===== src/rtl/ram512_arbiter_pkg.sv =====
// Shared types and defaults for the two-port RAM arbiter: controller states,
// round-robin priority encoding and the grant bit positions.
package ram512_arbiter_pkg;

  localparam int AW_DEF = 9;
  localparam int DW_DEF = 16;

  // Bit positions of each requester in the eligible/grant vectors
  localparam int GNT_A = 0;
  localparam int GNT_B = 1;

  typedef enum logic {
    ST_CLEAR = 1'b0,
    ST_RUN   = 1'b1
  } state_e;

  typedef enum logic {
    PRIO_A = 1'b0,
    PRIO_B = 1'b1
  } prio_e;

  function automatic prio_e other_side(input prio_e p);
    return (p == PRIO_A) ? PRIO_B : PRIO_A;
  endfunction

endpackage


===== src/rtl/ram512_arbiter_rr_arb2.sv =====
// Two-way round-robin arbiter: a lone eligible requester wins outright; on a
// conflict the prioritised side wins and priority flips to the other side.
module ram512_arbiter_rr_arb2
  import ram512_arbiter_pkg::*;
(
  input  logic [1:0] eligible_i,
  input  prio_e      prio_i,
  output logic [1:0] grant_o,
  output prio_e      next_prio_o
);

  always_comb begin
    grant_o     = 2'b00;
    next_prio_o = prio_i;
    case (eligible_i)
      2'b01: grant_o = 2'b01;
      2'b10: grant_o = 2'b10;
      2'b11: begin
        grant_o[GNT_A] = (prio_i == PRIO_A);
        grant_o[GNT_B] = (prio_i == PRIO_B);
        next_prio_o    = other_side(prio_i);
      end
      default: grant_o = 2'b00;
    endcase
  end

endmodule


===== src/rtl/ram512_arbiter.sv =====
// Shares one synchronous-write / combinational-read RAM between two req/ack
// clients, one access per cycle, with an optional zero-fill pass after reset.
module ram512_arbiter
  import ram512_arbiter_pkg::*;
#(
  parameter int AW             = AW_DEF,
  parameter int DW             = DW_DEF,
  parameter bit CLEAR_ON_RESET = 1'b1
) (
  input  logic          clk,
  input  logic          rst_n,
  input  logic          a_req,
  input  logic          a_we,
  input  logic [AW-1:0] a_add,
  input  logic [DW-1:0] a_in,
  output logic          a_ack,
  output logic [DW-1:0] a_o,
  input  logic          b_req,
  input  logic          b_we,
  input  logic [AW-1:0] b_add,
  input  logic [DW-1:0] b_in,
  output logic          b_ack,
  output logic [DW-1:0] b_o,
  output logic          busy,
  output logic          ram_load,
  output logic [AW-1:0] ram_add,
  output logic [DW-1:0] ram_in,
  input  logic [DW-1:0] ram_o
);

  localparam logic [AW-1:0] CLR_LAST    = '1;
  localparam state_e        RESET_STATE = CLEAR_ON_RESET ? ST_CLEAR : ST_RUN;

  state_e        state_q, state_d;
  logic [AW-1:0] clr_cnt_q, clr_cnt_d;
  prio_e         prio_q, prio_d;
  logic          a_ack_q, a_ack_d;
  logic          b_ack_q, b_ack_d;
  logic [DW-1:0] a_o_q, a_o_d;
  logic [DW-1:0] b_o_q, b_o_d;
  logic [AW-1:0] hold_add_q, hold_add_d;
  logic [DW-1:0] hold_in_q, hold_in_d;

  logic [1:0]    eligible;
  logic [1:0]    grant;
  prio_e         next_prio;
  logic [AW-1:0] mux_add;
  logic [DW-1:0] mux_in;
  logic          mux_we;

  // The ack cycle is a dead cycle for that side so a held req is not re-served
  assign eligible[GNT_A] = (state_q == ST_RUN) & a_req & ~a_ack_q;
  assign eligible[GNT_B] = (state_q == ST_RUN) & b_req & ~b_ack_q;

  ram512_arbiter_rr_arb2 u_rr_arb2 (
    .eligible_i  (eligible),
    .prio_i      (prio_q),
    .grant_o     (grant),
    .next_prio_o (next_prio)
  );

  always_comb begin
    mux_add = hold_add_q;
    mux_in  = hold_in_q;
    mux_we  = 1'b0;
    if (state_q == ST_CLEAR) begin
      mux_add = clr_cnt_q;
      mux_in  = '0;
      mux_we  = 1'b1;
    end else if (grant[GNT_A]) begin
      mux_add = a_add;
      mux_in  = a_in;
      mux_we  = a_we;
    end else if (grant[GNT_B]) begin
      mux_add = b_add;
      mux_in  = b_in;
      mux_we  = b_we;
    end
  end

  // Write enable is gated by reset itself so nothing lands in the RAM while held
  assign ram_load = mux_we & rst_n;
  assign ram_add  = mux_add;
  assign ram_in   = mux_in;
  assign busy     = (state_q == ST_CLEAR);
  assign a_ack    = a_ack_q;
  assign b_ack    = b_ack_q;
  assign a_o      = a_o_q;
  assign b_o      = b_o_q;

  always_comb begin
    state_d    = state_q;
    clr_cnt_d  = clr_cnt_q;
    prio_d     = next_prio;
    a_ack_d    = grant[GNT_A];
    b_ack_d    = grant[GNT_B];
    a_o_d      = (grant[GNT_A] & ~a_we) ? ram_o : a_o_q;
    b_o_d      = (grant[GNT_B] & ~b_we) ? ram_o : b_o_q;
    hold_add_d = mux_add;
    hold_in_d  = mux_in;
    if (state_q == ST_CLEAR) begin
      clr_cnt_d = clr_cnt_q + 1'b1;
      if (clr_cnt_q == CLR_LAST) begin
        state_d = ST_RUN;
      end
    end
  end

  always_ff @(posedge clk or negedge rst_n) begin
    if (!rst_n) begin
      state_q    <= RESET_STATE;
      clr_cnt_q  <= '0;
      prio_q     <= PRIO_A;
      a_ack_q    <= 1'b0;
      b_ack_q    <= 1'b0;
      a_o_q      <= '0;
      b_o_q      <= '0;
      hold_add_q <= '0;
      hold_in_q  <= '0;
    end else begin
      state_q    <= state_d;
      clr_cnt_q  <= clr_cnt_d;
      prio_q     <= prio_d;
      a_ack_q    <= a_ack_d;
      b_ack_q    <= b_ack_d;
      a_o_q      <= a_o_d;
      b_o_q      <= b_o_d;
      hold_add_q <= hold_add_d;
      hold_in_q  <= hold_in_d;
    end
  end

endmodule


===== config.mk =====
export PLATFORM = sky130hd
export DESIGN_NAME = ram512_arbiter
export DESIGN_NICKNAME = d
export VERILOG_FILES = /design/src/rtl/ram512_arbiter_pkg.sv /design/src/rtl/ram512_arbiter_rr_arb2.sv /design/src/rtl/ram512_arbiter.sv
export SDC_FILE = /design/constraint.sdc
export NUM_CORES = 1
export LEC_CHECK = 0
export BUFFER_PORTS_ARGS = -buffer_cell sky130_fd_sc_hd__buf_2
export CAP_MARGIN = 40
export CORE_ASPECT_RATIO = 0.8
export CORE_MARGIN = 3
export CORE_UTILIZATION = 40
export CTS_BUF_LIST = sky130_fd_sc_hd__clkbuf_2 sky130_fd_sc_hd__clkbuf_4 sky130_fd_sc_hd__clkbuf_8
export CTS_CLUSTER_DIAMETER = 80
export DETAILED_ROUTE_END_ITERATION = 10
export PLACE_DENSITY = 0.71
export SYNTH_ARGS = -nofsm -noshare
export SYNTH_HDL_FRONTEND = slang
export SYNTH_HIERARCHICAL = 1
export SYNTH_SLANG_ARGS = --single-unit
export TNS_END_PERCENT = 10

===== constraint.sdc =====
create_clock -name clk -period 3.3 [get_ports clk]
set_input_delay 0.495 -clock clk [delete_from_list [all_inputs] [get_ports clk]]
set_output_delay 0.495 -clock clk [all_outputs]
set_load 0.03 [all_outputs]

# Word level (Yosys, flattened, before mapping)
# Cells that the tools add are included.
dict set report totals {
  register_bits 70
  latch_bits 0
  mem_bits_rw 0
  rom_bits 0
  output_inout_bits 61
  memories 0
}
dict set report op_classes {
  add_sub_neg 1
  n_mul 0
  n_div 0
  order_cmp 0
  n_eq_ne 4
  shift 0
  muxes 13
  bitwise 13
  reduce_logical 0
}
# cell n
set ops {}
lappend ops {{$mux W16} 3}
lappend ops {{$mux W9} 3}
lappend ops {{$add A9 B1 Y9 const B} 1}
lappend ops {{$eq A9 B9 Y1 const B} 1}
lappend ops {{$and A1 B1 Y1} 7}
lappend ops {{$mux W1} 6}
lappend ops {{$not A1 Y1} 6}
lappend ops {{$pmux W2 S3} 1}
lappend ops {{$eq A2 B2 Y1 const B} 2}
lappend ops {{$eq A2 B1 Y1 const B} 1}

# Depth between registers and ports, before layout
dict set report depth {
  ltp_word 8
  ltp_mapped 13
}

# Cells and area by module
# The synthesis kept the hierarchy.
# module instances cells_each area_per_inst_um2 seq_area_each_um2
set modules_own_cells {}
lappend modules_own_cells {ram512_arbiter 1 259 3134.3 1751.7}
lappend modules_own_cells {ram512_arbiter_rr_arb2 1 7 62.6 0.0}

# Least setup slack after synthesis
# No wires, ideal clock.
dict set report synth_timing {
  path_kind {flip-flop to output port}
  startpoint {reg state_q}
  endpoint {out ram_in[10]}
  arrival_time_ps 2583
  path_slack_ps 222
  stages_incl_launch_ff 13
  path_buffers 4
  path_cell_list {dfrtp_1 > buf_2 > buf_2 > nand2_1 > nor2_1 > and2_2 > ha_1 > mux2_1 > buf_6 > inv_1 > buf_1 > nand2_1 > a21oi_1}
}
dict set report synth_between {
  elab_cells_between_ends 11
  cone_classes {eq/ne (3); mux (4); bitwise (4)}
}
# element line_no
set synth_lines {}
lappend synth_lines {{start, declared} ram512_arbiter.sv:34} ;# state_e state_q, state_d;
lappend synth_lines {{start signal, assigned} ram512_arbiter.sv:121} ;# state_q <= state_d;
lappend synth_lines {{$and A1 B1 Y1 * (2 in series)} ram512_arbiter.sv:52} ;# assign eligible[GNT_A] = (state_q == ST_RUN) & a_req & ~a_ack_q;
lappend synth_lines {{net eligible[0]} ram512_arbiter.sv:44} ;# logic [1:0] eligible;
lappend synth_lines {{$eq A2 B2 Y1 or $eq A2 B1 Y1 (tied branches)} ram512_arbiter_rr_arb2.sv:15} ;# case (eligible_i)
lappend synth_lines {{$pmux W2 S3 *} ram512_arbiter_rr_arb2.sv:15}
lappend synth_lines {{net grant[0]} ram512_arbiter.sv:45} ;# logic [1:0] grant;
lappend synth_lines {{$mux W16 *} ram512_arbiter.sv:70} ;# end else if (grant[GNT_A]) begin
lappend synth_lines {{$mux W16 *} ram512_arbiter.sv:66} ;# if (state_q == ST_CLEAR) begin
lappend synth_lines {{end, declared} ram512_arbiter.sv:27} ;# output logic [DW-1:0] ram_in,
# The timed path passes the listed nets; every way through them passes the cells marked *.

# Worst setup path in the final report
dict set report layout_timing {
  startpoint {reg state_q}
  endpoint {out ram_in[2]}
}
dict set report layout_between {
  elab_chain_len 7
  elab_cells_between_ends 11
  cone_classes {eq/ne (3); mux (4); bitwise (4)}
}
# element line_no
set layout_lines {}
lappend layout_lines {{$and A1 B1 Y1 * (2 in series)} ram512_arbiter.sv:52}
lappend layout_lines {{net eligible[0]} ram512_arbiter.sv:44}
lappend layout_lines {{$eq A2 B2 Y1 or $eq A2 B1 Y1 (tied branches)} ram512_arbiter_rr_arb2.sv:15}
lappend layout_lines {{$pmux W2 S3 *} ram512_arbiter_rr_arb2.sv:15}
lappend layout_lines {{net grant[1]} ram512_arbiter.sv:45}
lappend layout_lines {{$mux W16 *} ram512_arbiter.sv:74} ;# end else if (grant[GNT_B]) begin
lappend layout_lines {{$mux W16 *} ram512_arbiter.sv:70}
lappend layout_lines {{$mux W16 *} ram512_arbiter.sv:66}
# Marked as above.

==> metrics.txt <==
GR peak layer=met2; Final GP Congestion=0.784; clk_lat worst skew=0.34 ns; top post-synthesis cells by area=dfrtp_1 (55%), mux2_2 (14%), mux2_4 (4.2%); # IOs=133; count of cell types in the netlist=32; most used cell, CP=nand2_1; met1 Resource Use GR=22.4%; fin. max-slew vios=0; end-of-flow core utilization=55.7%; Max FO, Critical Path=27; CTS hold repair buffers=0; area after detailed placement=3970 um^2; status=complete, no violations; part of the power in registers=48.5%; Setup crit end kind=output port; via count=2496; GRT Residual Overflow=0; hold crit path type=in -> async; Total Routing Usage GR=17.6%; internal cell power=1410 uW; CP max stage cell=dfrtp_1; # fillers=686; initial DRC count=93; fin nets=478; Power per Cell Area=420 nW/um^2; worst vdd ir=0.272 mV; Clock Power Share=47.6%; antenna cell count=0; first-pass GRT wire length=12500 um; CTS tree=yes; antenna violations before repair=0; Core Rows=28; Clock Pin Slew Worst Setup and Hold Paths=0.07 ns; Tcrit/Tclk final=92.8%; Max clock buf depth=2; port bufs=132; cell area after synthesis=3200 um^2; Synth top area share=54.8%; Die Ht=86.0 um; Rel. slew slack=52.5%; Clock Sinks=70; Syn Area/Cell=12.0 um^2; drt pass-1 iters=4; Leak=0.00222 uW; setup TNS=0 ns; htree depth=3; fin crit period=3.06 ns; core area=7570 um^2; Final Hold Viols=0; critical path class=reg -> out; Yosys top cell by area=dfrtp_1; CTS buffer count=9; met3 usage=5.12%; crit path DAT=2.57 ns; hpwl dp=5730 um; Seq/Total Area, Yosys=54.8%; Mapped Cells=266; maximum clock rate=327 MHz; Avg WL per Cell=15.2 um; Multi-input gate area=1280 um^2; Max-Cap Viols=0; Reg area=1750 um^2; Synthesized Nets=342; vias per inst=4.88; RSZ-0062 raised after global routing=no; switching fraction of total power=20.1%; clk_skew=0.00627 ns; Post-route DRC=0; Clk Tree Root Cell=clkbuf_8; #FFs+latches synth=70; Starting Density=42.2%; vias in the first global route=2551; Least-Margin Pin Slew=0.712 ns; # setup viols final=0; CTS resizes=0; largest net degree at the start of global routing=63; Routed WL=7790 um; DRT antenna net count=0; area grow syn2layout=31.8%; Worst path max stage delay=0.43 ns; CP bufs+invs=2; met2 Track Usage GR=28.5%; Logic pwr share=4.0%; Crit path required time=2.80 ns; die area=9110 um^2; layout cells sized above 1=52.1%; CP Launch Type=register; Die X=106 um; CP delay by family, top=multiplexers; Syn. warnings=6; Post-CTS Setup Bufs=0; Post-Layout Inst Area=4210 um^2; crit-path cells=nand2_1, nor2_1, and2_2, ha_1, mux2_1, buf_4, mux2_2, nand2_1, a21oi_1, buf_2; switching power total=355 uW
[cell families after synthesis]
group / after synthesis / synth area share [%]
multiplexers: 52 / 19.4
XOR/XNOR: 7 / 1.92
flip-flops: 70 / 54.8
buffers and inverters: 28 / 5.05
adder cells (fa/ha/maj): 4 / 1.57
AO/OA/AOI/OAI: 45 / 8.34
AND/OR/NAND/NOR: 60 / 8.96
[registers in the layout (all words and copies together), names as in the netlist]
name        cells
a_ack           1
hold_in_q      16
hold_add_q      9
state_q         1
clr_cnt_q       9
a_o            16
prio_q          1
b_ack           1
b_o            16
[cells in the final DEF, fill, tap and decap left out, drive strengths merged, types with 7 or more instances in the layout]
cell | synthesis | final
nor2b | 11 | 11
nand2 | 35 | 35
mux2 | 52 | 52
o21ai | 10 | 10
clkbuf | 6 | 10
a211oi | 9 | 9
xnor2 | 7 | 7
inv | 10 | 10
a21oi | 17 | 17
dfrtp | 70 | 70
buf | 12 | 143
[worst paths after layout]
check	from	end	slack (ns)	depth (start not counted)
worst max register to register	state_q	b_o[8]	0.97	9
max in group asynchronous	rst_n	hold_add_q[2]	2.65	3
worst min register to register	b_o[1]	b_o[1]	0.50	1
worst max-delay path	state_q	ram_in[2]	0.24	10
worst min-delay path	rst_n	hold_add_q[4]	0.11	2
min in group clk	ram_o[13]	a_o[13]	0.40	2
[synthesized netlist by cell type, drive strengths merged]
master / instances
o21ai: 10
o2bb2ai: 3
nand4b: 1
or2: 1
nor2: 3
clkbuf: 6
and2: 2
buf: 12
or3: 1
nor3: 3
inv: 10
o22ai: 6
nand2b: 1
a21oi: 17
dfrtp: 70
nand3: 1
nor2b: 11
ha: 4
nand4: 1
a211oi: 9
xnor2: 7
mux2: 52
nand2: 35
[metrics by stage]
| step | power, uW | instances | hold WS (ns) | worst slack (ns) |
|---|---|---|---|---|
| floorplan | 877 | 266 | 0.199 | 0.222 |
| global placement | 940 | 495 | 0.483 | 0.474 |
| detailed placement | 945 | 496 | 0.462 | 0.429 |
| CTS | 1800 | 512 | 0.0861 | 0.231 |
| global route | 1840 | 512 | 0.0962 | 0.0539 |
| finish | 1770 | 512 | 0.108 | 0.239 |
[power by group through the flow]
stage | Combinational (uW) | Clock [uW] | Sequential [uW]
detailed placement | 71.4 | 0 | 874
global placement | 66.4 | 0 | 874
finish | 69.9 | 842 | 857
CTS | 71.8 | 867 | 857
floorplan | 2.69 | 0 | 874
global route | 79.1 | 909 | 857
[layer usage]
| layer | up-vias | share of wire (%) |
|---|---|---|
| met2 | 99 | 47 |
| met4 | 0 | 1.7 |
| met1 | 1199 | 44 |
| met3 | 14 | 6.8 |
| met5 | - | 0 |
| li1 | 1184 | - |
[layout make-up]
cell class | count | share of cell area [%]
Sequential cell | 70 | 41.6
Multi-Input combinational cell | 168 | 30.5
Timing Repair Buffer | 143 | 18.1
Clock buffer | 10 | 3.27
Tap cell | 105 | 3.12
Clock inverter | 6 | 2.58
Inverter | 10 | 0.891
Note: power is estimated with default switching activity, not from simulation.
